## src/rtl/page_request_issuer_pkg.sv

```systemverilog
// Shared types and constants for the page request issuer.
// Contents: page size, address/descriptor widths, address and descriptor types, FSM state enum.
package page_request_issuer_pkg;

    localparam int unsigned PAGE_SIZE = 4096;
    localparam int unsigned VADDR_W   = 48;
    localparam int unsigned LEN_W     = 28;
    localparam int unsigned MAX_OUT   = 16;

    typedef logic [VADDR_W-1:0] vaddr_t;

    typedef struct packed {
        vaddr_t           vaddr;
        logic [LEN_W-1:0] len;
    } req_t;

    typedef enum logic [1:0] {
        IDLE  = 2'd0,
        ISSUE = 2'd1,
        DRAIN = 2'd2,
        DONE  = 2'd3
    } issuer_state_t;

endpackage

```

## src/rtl/page_request_issuer_credit_counter.sv

```systemverilog
// Up/down counter of in-flight descriptors, bounded by LIMIT.
// Ports:
//   aclk, aresetn  clock, synchronous active-low reset
//   clear_i        force the count to zero (new transfer)
//   inc_i          one descriptor accepted
//   dec_i          one completion received
//   count_o        registered outstanding count
//   can_issue_c    next-cycle count is below LIMIT (feeds a registered valid)
module page_request_issuer_credit_counter #(
    parameter int unsigned LIMIT = 16,
    parameter int unsigned W     = $clog2(LIMIT) + 1
) (
    input  logic         aclk,
    input  logic         aresetn,
    input  logic         clear_i,
    input  logic         inc_i,
    input  logic         dec_i,
    output logic [W-1:0] count_o,
    output logic         can_issue_c
);

    logic [W-1:0] count_q;
    logic [W-1:0] count_d;
    logic         cpl_err_q;
    logic         cpl_err_d;

    // Next count; simultaneous inc/dec cancel, a completion with nothing in flight is dropped.
    always_comb begin
        count_d   = count_q;
        cpl_err_d = cpl_err_q;
        if (clear_i) begin
            count_d = '0;
        end else if (inc_i && !dec_i) begin
            count_d = count_q + W'(1);
        end else if (dec_i && !inc_i) begin
            if (count_q == '0) begin
                cpl_err_d = 1'b1;
            end else begin
                count_d = count_q - W'(1);
            end
        end
    end

    always_ff @(posedge aclk) begin
        if (!aresetn) begin
            count_q   <= '0;
            cpl_err_q <= 1'b0;
        end else begin
            count_q   <= count_d;
            cpl_err_q <= cpl_err_d;
        end
    end

    assign count_o     = count_q;
    assign can_issue_c = (count_d < W'(LIMIT));

endmodule

```

## src/rtl/page_request_issuer.sv

```systemverilog
// Walks a host buffer page by page, issuing one page-sized read descriptor per page,
// bounding in-flight pages and timing the transfer from start to the last completion.
// Ports:
//   aclk, aresetn          clock, synchronous active-low reset
//   start, vaddr, n_pages  transfer request (accepted in IDLE or DONE)
//   req_valid/req_ready    descriptor handshake; req_vaddr/req_len payload
//   cpl_valid              one page completed
//   busy, done, timer      status and elapsed-cycle count
module page_request_issuer
    import page_request_issuer_pkg::*;
#(
    parameter int unsigned VADDR_BITS      = VADDR_W,
    parameter int unsigned PAGE_BYTES      = PAGE_SIZE,
    parameter int unsigned LEN_BITS        = LEN_W,
    parameter int unsigned MAX_OUTSTANDING = MAX_OUT
) (
    input  logic                  aclk,
    input  logic                  aresetn,
    input  logic                  start,
    input  logic [VADDR_BITS-1:0] vaddr,
    input  logic [31:0]           n_pages,
    output logic                  req_valid,
    input  logic                  req_ready,
    output logic [VADDR_BITS-1:0] req_vaddr,
    output logic [LEN_BITS-1:0]   req_len,
    input  logic                  cpl_valid,
    output logic                  busy,
    output logic                  done,
    output logic [31:0]           timer
);

    localparam int unsigned OUT_W = $clog2(MAX_OUTSTANDING) + 1;

    issuer_state_t         state_q, state_d;
    logic [VADDR_BITS-1:0] addr_q, addr_d;
    logic [LEN_BITS-1:0]   len_q, len_d;
    logic [31:0]           remaining_q, remaining_d;
    logic [31:0]           timer_q, timer_d;
    logic                  req_valid_q, req_valid_d;
    logic                  busy_q, busy_d;
    logic                  done_q, done_d;
    logic [OUT_W-1:0]      outstanding;
    logic                  can_issue_c;
    logic                  start_ok;
    logic                  req_fire;

    assign start_ok = start && ((state_q == IDLE) || (state_q == DONE));
    assign req_fire = req_valid_q && req_ready;

    page_request_issuer_credit_counter #(
        .LIMIT (MAX_OUTSTANDING),
        .W     (OUT_W)
    ) u_credit (
        .aclk        (aclk),
        .aresetn     (aresetn),
        .clear_i     (start_ok),
        .inc_i       (req_fire),
        .dec_i       (cpl_valid),
        .count_o     (outstanding),
        .can_issue_c (can_issue_c)
    );

    // State register.
    always_ff @(posedge aclk) begin
        if (!aresetn) begin
            state_q <= IDLE;
        end else begin
            state_q <= state_d;
        end
    end

    // Next-state logic.
    always_comb begin
        state_d = state_q;
        case (state_q)
            IDLE, DONE: begin
                if (start) begin
                    state_d = (n_pages != 32'd0) ? ISSUE : DONE;
                end
            end
            ISSUE: begin
                if (remaining_q == 32'd0) begin
                    state_d = DRAIN;
                end
            end
            DRAIN: begin
                if (outstanding == '0) begin
                    state_d = DONE;
                end
            end
            default: state_d = IDLE;
        endcase
    end

    // Datapath and output next values; outputs are registered from these, so
    // req_valid looks ahead using next-cycle remaining pages and credit.
    always_comb begin
        addr_d      = addr_q;
        len_d       = len_q;
        remaining_d = remaining_q;
        timer_d     = timer_q;
        if (start_ok) begin
            addr_d      = vaddr;
            len_d       = LEN_BITS'(PAGE_BYTES);
            remaining_d = n_pages;
            timer_d     = 32'd0;
        end else begin
            if (req_fire) begin
                addr_d      = addr_q + VADDR_BITS'(PAGE_BYTES);
                remaining_d = remaining_q - 32'd1;
            end
            if (((state_q == ISSUE) || (state_q == DRAIN)) && (timer_q != '1)) begin
                timer_d = timer_q + 32'd1;
            end
        end
        req_valid_d = (state_d == ISSUE) && (remaining_d != 32'd0) && can_issue_c;
        busy_d      = (state_d == ISSUE) || (state_d == DRAIN);
        done_d      = (state_d == DONE);
    end

    always_ff @(posedge aclk) begin
        if (!aresetn) begin
            addr_q      <= '0;
            len_q       <= '0;
            remaining_q <= '0;
            timer_q     <= '0;
            req_valid_q <= 1'b0;
            busy_q      <= 1'b0;
            done_q      <= 1'b0;
        end else begin
            addr_q      <= addr_d;
            len_q       <= len_d;
            remaining_q <= remaining_d;
            timer_q     <= timer_d;
            req_valid_q <= req_valid_d;
            busy_q      <= busy_d;
            done_q      <= done_d;
        end
    end

    assign req_valid = req_valid_q;
    assign req_vaddr = addr_q;
    assign req_len   = len_q;
    assign busy      = busy_q;
    assign done      = done_q;
    assign timer     = timer_q;

endmodule

```

## config.mk

```make
export PLATFORM = sky130hd
export DESIGN_NAME = page_request_issuer
export DESIGN_NICKNAME = d
export VERILOG_FILES = /design/src/rtl/page_request_issuer_pkg.sv /design/src/rtl/page_request_issuer_credit_counter.sv /design/src/rtl/page_request_issuer.sv
export SDC_FILE = /design/constraint.sdc
export NUM_CORES = 1
export LEC_CHECK = 0
export CORE_MARGIN = 10
export CORE_UTILIZATION = 38
export DETAILED_ROUTE_END_ITERATION = 10
export HOLD_SLACK_MARGIN = 0.03
export MAX_ROUTING_LAYER = met4
export PLACE_DENSITY = 0.68
export SLEW_MARGIN = 30
export SYNTH_ARGS = -nofsm -noshare
export SYNTH_HDL_FRONTEND = slang
export SYNTH_SLANG_ARGS = --single-unit
```

## constraint.sdc

```tcl
create_clock -name aclk -period 3.09 [get_ports aclk]
set_input_delay 0.618 -clock aclk [delete_from_list [all_inputs] [get_ports aclk]]
set_output_delay 0.618 -clock aclk [all_outputs]
set_load 0.005 [all_outputs]
```

# Word level (Yosys, flattened, before mapping)

Index checks and enable logic that the tools add are counted.

$add $sub $neg: 5
Magnitude comparators: 1
Equal/unequal tests: 7
Multiplexer cells: 13
Bitwise logic cells: 1
Reduce and logical (&&, ||, !) cells: 20

Operators with widths:

| operator               | count |
|---|---|
| $mux 48                | 2 |
| $mux 32                | 2 |
| $reduce_bool 32->1     | 2 |
| $add 48x13->48 const B | 1 |
| $add 32x1->32 const B  | 1 |
| $logic_not 32->1       | 1 |
| $ne 32x32->1 const B   | 1 |
| $sub 32x1->32 const B  | 1 |
| $mux 5                 | 4 |
| $eq 2x2->1 const B     | 4 |
| $mux 2                 | 4 |
| $logic_and 1x1->1      | 7 |
| $pmux 2 s3             | 1 |
| $add 5x1->5 const B    | 1 |
| $logic_not 5->1        | 1 |
| $lt 5x5->1 const B     | 1 |
| $sub 5x1->5 const B    | 1 |
| $eq 2x1->1 const B     | 2 |
| $reduce_or 2->1        | 2 |
| $logic_or 1x1->1       | 3 |
| $logic_not 1->1        | 2 |
| $logic_not 2->1        | 1 |
| $reduce_bool 2->1      | 1 |
| $not 1->1              | 1 |

Flip-flop bits (word level): 123
Input port bits: 85
Output and inout bits: 111
Logic and storage cells: 56

# Depth between registers and ports, before layout

Gate-level depths: netlist of run 1.

Depth in word-level cells: 8
Gate-level depth with buffers: 11
Gate-level depth less buffers: 10

# By module

From an unflattened synthesis of run 1, not the netlist that was laid out.

Cells, all modules: 820
Area, all modules: 6662.6 um^2

Modules (own cells, without submodules):

| module                             | instances | cells each | area each (um^2) | seq. area each (um^2) |
|---|---|---|---|---|
| page_request_issuer                | 1         | 765        | 6209.7           | 2362.3 |
| page_request_issuer_credit_counter | 1         | 55         | 452.9            | 100.1 |

# Least setup slack after synthesis of run 1

No wires, ideal clock.

Path kind: register to register
From: reg state_q[0]
To: reg req_valid_q (netlist: req_valid)
Library setup time: 129 ps
Arrival time: 2667 ps
Required time: 2961 ps
Path slack: 294 ps
Cell stages (with the launch flop): 11
Path buffers: 2
Clock period less this slack: 2796 ps
Cells stage by stage: dfxtp_1 -> inv_1 -> ha_1 -> clkbuf_1 -> and2_1 -> clkbuf_1 -> o21ai_0 -> or4_1 -> or4_1 -> nor4b_2 -> a31oi_1

Longest elaborated chain between the ends: 7
Elaborated cells between the ends (all ways): 18
Classes of those cells: order compare: 1; eq/ne: 4; mux: 6; reduce/logical: 7

RTL lines:

| what                                                               | RTL line                   | RTL |
|---|---|---|
| start: declaration                                                 | page_request_issuer.sv:34  | `issuer_state_t state_q, state_d;` |
| start signal: assignment                                           | page_request_issuer.sv:68  | `state_q <= state_d;` |
| parallel branches: the longest is 6 deep, another holds $lt 5x5->1 | n/a                        |  |
| $logic_and 1x1->1 *                                                | page_request_issuer.sv:116 | `req_valid_d = (state_d == ISSUE) && (remaining_d != 32'd0) && can_issue_c;` |
| end signal: assignment                                             | page_request_issuer.sv:135 | `req_valid_q <= req_valid_d;` |
| end: declaration                                                   | page_request_issuer.sv:39  | `logic req_valid_q, req_valid_d;` |

Mark *: on every way between the ends.
A chain may end at the register's enable or synchronous reset.

# Final worst setup path of run 1

From: reg remaining_q[7]
To: reg req_valid_q (netlist: req_valid)

Longest elaborated chain between the ends: 6
Elaborated cells between the ends (all ways): 10
Classes of those cells: add/sub: 1; eq/ne: 1; mux: 4; reduce/logical: 4

RTL lines:

| what                                                     | RTL line                                              | RTL |
|---|---|---|
| start: declaration                                       | page_request_issuer.sv:37                             | `logic [31:0] remaining_q, remaining_d;` |
| start signal: assignment                                 | page_request_issuer.sv:133                            | `remaining_q <= remaining_d;` |
| $sub 32x1->32 / $logic_not 32->1 (equally long branches) | page_request_issuer.sv:110, page_request_issuer.sv:82 |  |
| $mux 32 / $mux 2 (equally long branches)                 | page_request_issuer.sv:108, page_request_issuer.sv:82 |  |
| $mux 32 / $pmux 2 s3 (equally long branches)             | page_request_issuer.sv:102, page_request_issuer.sv:75 |  |
| $reduce_bool 32->1 / $eq 2x1->1 (equally long branches)  | page_request_issuer.sv:116                            |  |
| $logic_and 1x1->1 * (2 in a row)                         | page_request_issuer.sv:116                            |  |

Mark *: on every way between the ends. The rest lies on a longest branch, timed or not.

==> impl_metrics.tcl, run 1 <==
set metrics [dict create \
    p_leak_nw 3.46 \
    yosysWarnings 0 \
    seq_area_frac_synth 0.376 \
    report.final.slew_viol_count 0 \
    finalHoldViolCount 0 \
    fmax_mhz 341 \
    synth_cell_types 53 \
    layout-drive-gt1-share 0.0921 \
    fin_crit_ps 2930 \
    p_sw_mw 2.25 \
    power_frac_seq 0.322 \
    yosys.area_share.simple 0.273 \
    die_x_um 151 \
    post_cts_buffers 0 \
    status "finished clean" \
    vdd_drop_max_v 0.000453 \
    synth_area_sq_um 6540 \
    relSlewSlack 0.542 \
    synth_top_family_by_area "simple AND/OR/NAND/NOR gates" \
    dr.pass1.iters 4 \
    setup_violations 0 \
    finalCritPeriodShare 0.948 \
    r2r_cells 8 \
    grt_overflow 0 \
    synth_top_cell_area_share 0.376 \
    grt_pass1_wl_mm 32.1 \
    synthCells 817 \
    io_pins 196 \
    cts_buffer_depth 2 \
    drtAntennaViolNets 0 \
    wl_per_cell_um 16.5 \
    ctsHoldBuffers 0 \
    place.gp.congestion 0.965 \
    critical_path_required_ps 3380 \
    path_class "reg2reg" \
    area_growth_pct 42.1 \
    drc 0 \
    clk_latency_ps 420 \
    antenna_found_initial 0 \
    clockRootBuffer "clkbuf_16" \
    die_h_um 151 \
    crit_fanout 10 \
    p_comb_frac 0.343 \
    worst_slack_ps 160 \
    ys_ff_latch 123 \
    fin_skew_ps 6.52 \
    tritoncts "done" \
    via_count 6281 \
    cp.arrival_ps 3220 \
    cts.sinks 123 \
    switching_share 0.327 \
    avgSynthCellArea_sq_um 8.01 \
    via_per_inst 5.06 \
    path_clk_slew_ps 60 \
    fillerInstances 1570 \
    synthTopCellsByArea "dfxtp_1 (38%), nor2_1 (6.3%), xor2_1 (6.0%), xnor2_1 (5.9%), nand2_1 (4.9%)" \
    worst_pin_slew_ps 687 \
    p_int_mw 4.62 \
    async_flop_share 0 \
    numCtsBuffers 17 \
    drt_iter0_drc 247 \
    critPathCaptureType "flop" \
    synth_xor_area_frac 0.119 \
    num_rows 47 \
    synth_edf_count 0 \
    h-tree-depth 4 \
    synth_fa_ha_area_frac 0.0229 \
    wl_mm 20.5 \
    rsz0062_at_grt "false" \
    initial_core_util 0.390 \
    dp_hpwl_mm 15.5 \
    synth_top_area_cell "dfxtp_1" \
    clockPowerShare 0.335 \
    worstHoldPathType "reg2reg" \
    grt_use_total 0.179 \
    portBuffers 168 \
    die_area_sq_um 22900 \
    synth_mux_area_frac 0.0122 \
    grt_max_degree 74 \
    whs_ps 453 \
    nNetsFinal 1106 \
    min_delay_path_depth 2 \
    place_ws_ps -296 \
    max-cap-violations 0 \
    ys.flop_type "dfxtp_1" \
    power.density_nw_per_um2 738 \
    cts-resized-gates 0 \
    placedCellCount 1210 \
    reg2reg_setup_slack_ps 160 \
    finalNonFillerCells 1242 \
    core_area_sq_um 16800 \
    grt_pass1_vias 6151 \
    start_kind "flop" \
    synth_compound_area_frac 0.128 \
]
power groups by stage:
| stage | logic [mW] | registers [mW] | clock network, mW |
|---|---|---|---|
| 3_3_place_gp | 2.33 | 2.23 | 0 |
| 6_report | 2.35 | 2.21 | 2.30 |
| 5_1_grt | 2.61 | 2.25 | 2.41 |
| 2_1_floorplan | 1.33 | 2.20 | 0 |
| 3_5_place_dp | 2.34 | 2.23 | 0 |
| 4_1_cts | 2.36 | 2.21 | 2.35 |
per-layer routing:
metal  track usage  share of wire  up-vias
met2         0.281           0.46      193
met5             -              0        -
li1              -              -     3166
met1         0.217           0.44     2905
met3        0.0641          0.088       17
met4        0.0419         0.0086        0
cell usage after synthesis (16+ instances only):
cell / n
nand2_1: 85
a211oi_1: 32
inv_1: 17
buf_4: 28
xnor2_1: 44
o21ai_0: 32
nor3_1: 35
a21oi_1: 41
nor4_1: 16
dfxtp_1: 123
nand3_1: 23
nand4_1: 18
clkbuf_1: 30
nor2_1: 110
xor2_1: 45
and2_1: 19
metrics by stage:
step	cell area (sq um)	TNS, ps	utilization	power (mW)
after floorplan	6640	0	-	3.53
after global placement	8600	-263	0.513	4.57
after detailed placement	8600	-296	0.513	4.58
after CTS	9280	0	0.554	6.91
after global routing	9300	0	0.555	7.27
final	9300	0	0.555	6.86
critical path, stage by stage, from the launching register on:
cell and delay, ps:
dfxtp_1 310, or3_1 440, or3_1 560, or4_1 560, xnor2_1 140, mux2i_1 200, nand4_1 200, nor4b_2 300
a31oi_1 100
state kept, by name (all words and copies together) (netlist names):
register	count
req_vaddr	48
u_credit.count_o	5
timer	32
busy	1
done	1
req_len	1
req_valid	1
state_q	2
remaining_q	32
worst paths after layout:
check,start,end
max,remaining_q[7]$_SDFF_PN0_,req_valid$_SDFF_PN0_
min,req_vaddr[9]$_SDFFE_PN0P_,req_vaddr[9]$_SDFFE_PN0P_
max reg2reg,remaining_q[7]$_SDFF_PN0_,req_valid$_SDFF_PN0_
min reg2reg,req_vaddr[9]$_SDFFE_PN0P_,req_vaddr[9]$_SDFFE_PN0P_
cell usage in the layout (no fill, tap or decap), drive strengths merged, types with 8 or more instances in the layout:
master | synthesis | layout
inv | 17 | 18
o21ai | 32 | 32
buf | 36 | 45
ha | 12 | 12
nand3 | 23 | 23
and2 | 19 | 19
and3 | 14 | 14
a211oi | 32 | 32
or3 | 13 | 13
nand2 | 86 | 86
clkdlybuf4s50 | 0 | 168
a21oi | 41 | 41
dfxtp | 123 | 123
nor3 | 35 | 35
conb | 1 | 27
or4 | 9 | 9
nor4 | 16 | 16
xor2 | 45 | 45
clkbuf | 30 | 20
nor2 | 110 | 110
nand4 | 18 | 18
mux2i | 8 | 8
xnor2 | 44 | 44
area by class of cell:
type,instances,area (sq um),area share
Sequential cell,123,2460,0.265
Inverter,19,71.3,0.00767
Clock buffer,20,467,0.0502
Timing Repair Buffer,213,2040,0.220
Clock inverter,11,215,0.0231
Multi-Input combinational cell,635,3760,0.404
Antenna cell,1,2.50,0.000269
Tap cell,220,275,0.0296
cells by family (layout without fill, tap and decap cells):
family                     after synthesis  in the layout
AOI/OAI and AO/OA                      131            131
xor gates and xnor gates                89             89
adders and majority gates               12             12
buffers and inverters                   85            263
DFF                                    123            123
muxes                                    8              8
other                                    1             28
and+or+nand+nor                        368            368
Power figures use the tool's default switching activity.
==> run 2: changes to the inputs <==
--- a/config.mk
+++ b/config.mk
@@ -14,4 +14,5 @@
 export SLEW_MARGIN = 30
 export SYNTH_ARGS = -nofsm -noshare
 export SYNTH_HDL_FRONTEND = slang
+export SYNTH_HIERARCHICAL = 1
 export SYNTH_SLANG_ARGS = --single-unit
==> run 2 against run 1 <==
  * Synthesized area is 1.8% higher
  * Highest routed layer unchanged
  * Final area fell by 0.94%
  * Utilization decreased by 2.0 points
  * Critical endpoint unchanged
  * Global-route usage down 0.45 points
  * Register-to-register slack got worse by 70 ps
  * Sequential cell count is the same
  * Non-clock buffer count is 9 lower
  * Hold slack better by 1.2 ps
==> impl_metrics.tcl, run 2 <==
set metrics [dict create \
    setup_tns_ps 0 \
    start_kind "flop" \
    fillerInstances 1653 \
    post_cts_buffers 0 \
    place.gp.congestion 0.863 \
    synthCells 820 \
    num_rows 48 \
    total_power_mw 6.59 \
    synth_top_area_cell "dfxtp_1" \
    synth_edf_count 0 \
    area_growth_pct 38.2 \
    critPathCaptureType "flop" \
    min_delay_path_depth 2 \
    final_common_cell "clkdlybuf4s50_1" \
    largest_reg_flops 48 \
    ys.flop_type "dfxtp_1" \
    antenna_found_initial 1 \
    critical_path_buf_inv_count 0 \
    crit_fanout 5 \
    nNetsFinal 1098 \
    finalNonFillerCells 1239 \
    grt_max_degree 87 \
    synth_cell_types 55 \
    drc 0 \
    finalHoldViolCount 0 \
    max-cap-violations 0 \
    ys_ff_latch 123 \
    die_area_sq_um 23200 \
    fin_crit_ps 3000 \
    grt_pass1_wl_mm 33.3 \
    initial_core_util 0.387 \
    crit_top_cell "or4_4" \
    finalCritPeriodShare 0.972 \
    grt_overflow 0 \
    worst_pin_slew_ps 821 \
    setup_violations 0 \
    seq_area_frac_synth 0.370 \
    status "finished clean" \
    core_area_sq_um 17200 \
    clockRootBuffer "clkbuf_16" \
    cts.sinks 123 \
    dp_hpwl_mm 15.2 \
    layout_common_cells "clkdlybuf4s50_1 (168), dfxtp_1 (123), nor2_1 (108), nand2_1 (72), xor2_1 (48)" \
    layout-drive-gt1-share 0.0819 \
    die_x_um 152 \
    path_clk_slew_ps 60 \
    portBuffers 168 \
    top_usage_layer "met2" \
    path_class "reg2reg" \
    wl_per_cell_um 16.3 \
    finish.utilization 0.534 \
    synthTopCellsByCount "dfxtp_1 (123), nor2_1 (108), nand2_1 (73), xor2_1 (48), a21oi_1 (39)" \
    r2r_cells 8 \
    critical_path_required_ps 3380 \
    power.density_nw_per_um2 715 \
    synth_area_sq_um 6660 \
    drt_iter0_drc 331 \
    cpLargestDelayFamily "simple AND/OR/NAND/NOR gates" \
    vdd_drop_max_v 0.000454 \
    dr.pass1.iters 5 \
    placedCellCount 1207 \
    report.final.slew_viol_count 0 \
    grt_use_total 0.175 \
    ctsHoldBuffers 0 \
    cp.arrival_ps 3300 \
    crit_chain "or4_4, or4_4, or4_4, xor2_1, a21oi_2, or4_1, nor3_1, a21oi_1" \
    fmax_mhz 333 \
    wl_mm 20.2 \
    via_count 6413 \
    via_per_inst 5.18 \
    use_met1 0.211 \
    tritoncts "done" \
    yosysWarnings 6 \
    cts_buffer_depth 2 \
    grt_pass1_vias 6333 \
    drtAntennaViolNets 0 \
    cpPeakStageDelay_ps 550 \
    p_leak_nw 3.27 \
    synth_top_cell_area_share 0.370 \
    io_pins 196 \
    synth_most_common_cell "dfxtp_1" \
    relSlewSlack 0.453 \
    numCtsBuffers 17 \
    crit_cells 8 \
    rsz0062_at_grt "false" \
    grtUsageMet3 0.0593 \
    cts-resized-gates 0 \
    fin_skew_ps 12.3 \
    avgSynthCellArea_sq_um 8.13 \
    clk_latency_ps 420 \
    cp_slowest_cell "or4_4" \
    async_flop_share 0 \
    synthTopCellsByArea "dfxtp_1 (37%), xor2_1 (6.3%), nor2_1 (6.1%), xnor2_1 (5.0%), a211oi_1 (4.3%)" \
    met2_usage 0.273 \
    h-tree-depth 4 \
    die_h_um 152 \
    worstHoldPathType "reg2reg" \
]
run 2: cell types whose count changed after synthesis, moves of 4 or more:
| cell | before | now |
|---|---|---|
| nor3_1 | 35 | 24 |
| a31oi_1 | 2 | 6 |
| and4_1 | 6 | 10 |
| xnor2_1 | 44 | 38 |
| nand3_1 | 23 | 32 |
| a211oi_1 | 32 | 38 |
| nand2_1 | 85 | 73 |
| o21ai_0 | 32 | 38 |
| or4_1 | 7 | 3 |
| mux2i_1 | 8 | 2 |
| nand4b_1 | 1 | 5 |
| a311oi_1 | 2 | 8 |
run 2: cell type report:
type | count | area [sq um] | area share
multi-input cells | 637 | 3830 | 0.416
well taps | 225 | 282 | 0.0306
clock inverters | 11 | 144 | 0.0156
inverters | 18 | 67.6 | 0.00734
flip-flops and latches | 123 | 2460 | 0.267
clock buffers | 20 | 457 | 0.0496
repair buffers | 204 | 1960 | 0.213
diodes | 1 | 2.50 | 0.000272
run 2: final timing paths:
check                            start                   endpoint  slack [ps]
max          remaining_q[9]$_SDFF_PN0_       req_valid$_SDFF_PN0_          90
min          req_vaddr[0]$_SDFFE_PN0P_  req_vaddr[0]$_SDFFE_PN0P_         450
max reg2reg  remaining_q[9]$_SDFF_PN0_       req_valid$_SDFF_PN0_          90
min reg2reg  req_vaddr[0]$_SDFFE_PN0P_  req_vaddr[0]$_SDFFE_PN0P_         450
run 2: metal layers:
metal  part of all wire  vias to the layer above  wire, um
li1                   -                     3211         -
met1               0.45                     3008      9150
met2               0.47                      170      9410
met3              0.070                       24      1410
met4              0.012                        0       248
met5                  0                        -         0
run 2: cell families (layout without fill, tap and decap cells):
group / count (synthesis) / count (layout) / synth area share
muxes: 2 / 2 / 0.00300
and+or+nand+nor: 363 / 363 / 0.279
adders and majority gates: 12 / 12 / 0.0225
other: 1 / 28 / 0.000563
xor gates and xnor gates: 86 / 86 / 0.113
DFF: 123 / 123 / 0.370
AOI/OAI and AO/OA: 147 / 147 / 0.141
buffers and inverters: 86 / 253 / 0.0712
run 2: metrics by stage:
step / cell area (sq um) / setup WS [ps] / hold slack, ps
5_1_grt: 9210 / 0.746 / 477
2_1_floorplan: 6760 / 145 / 453
3_5_place_dp: 8610 / -108 / 446
4_1_cts: 9210 / 83.9 / 454
3_3_place_gp: 8610 / -77.6 / 440
6_report: 9210 / 87.1 / 454
run 2: report_power, final:
part | switching [mW] | internal [mW] | total (mW)
clock network | 0.743 | 1.30 | 2.05
registers | 0.335 | 1.91 | 2.24
logic | 1.19 | 1.11 | 2.30
run 2: worst reg2reg max path, stage by stage (launching register included):
cell and delay [ps]:
dfxtp_1 310, or4_4 530, or4_4 470, or4_4 550, xor2_1 180, a21oi_2 80, or4_1 510, nor3_1 170
a21oi_1 100
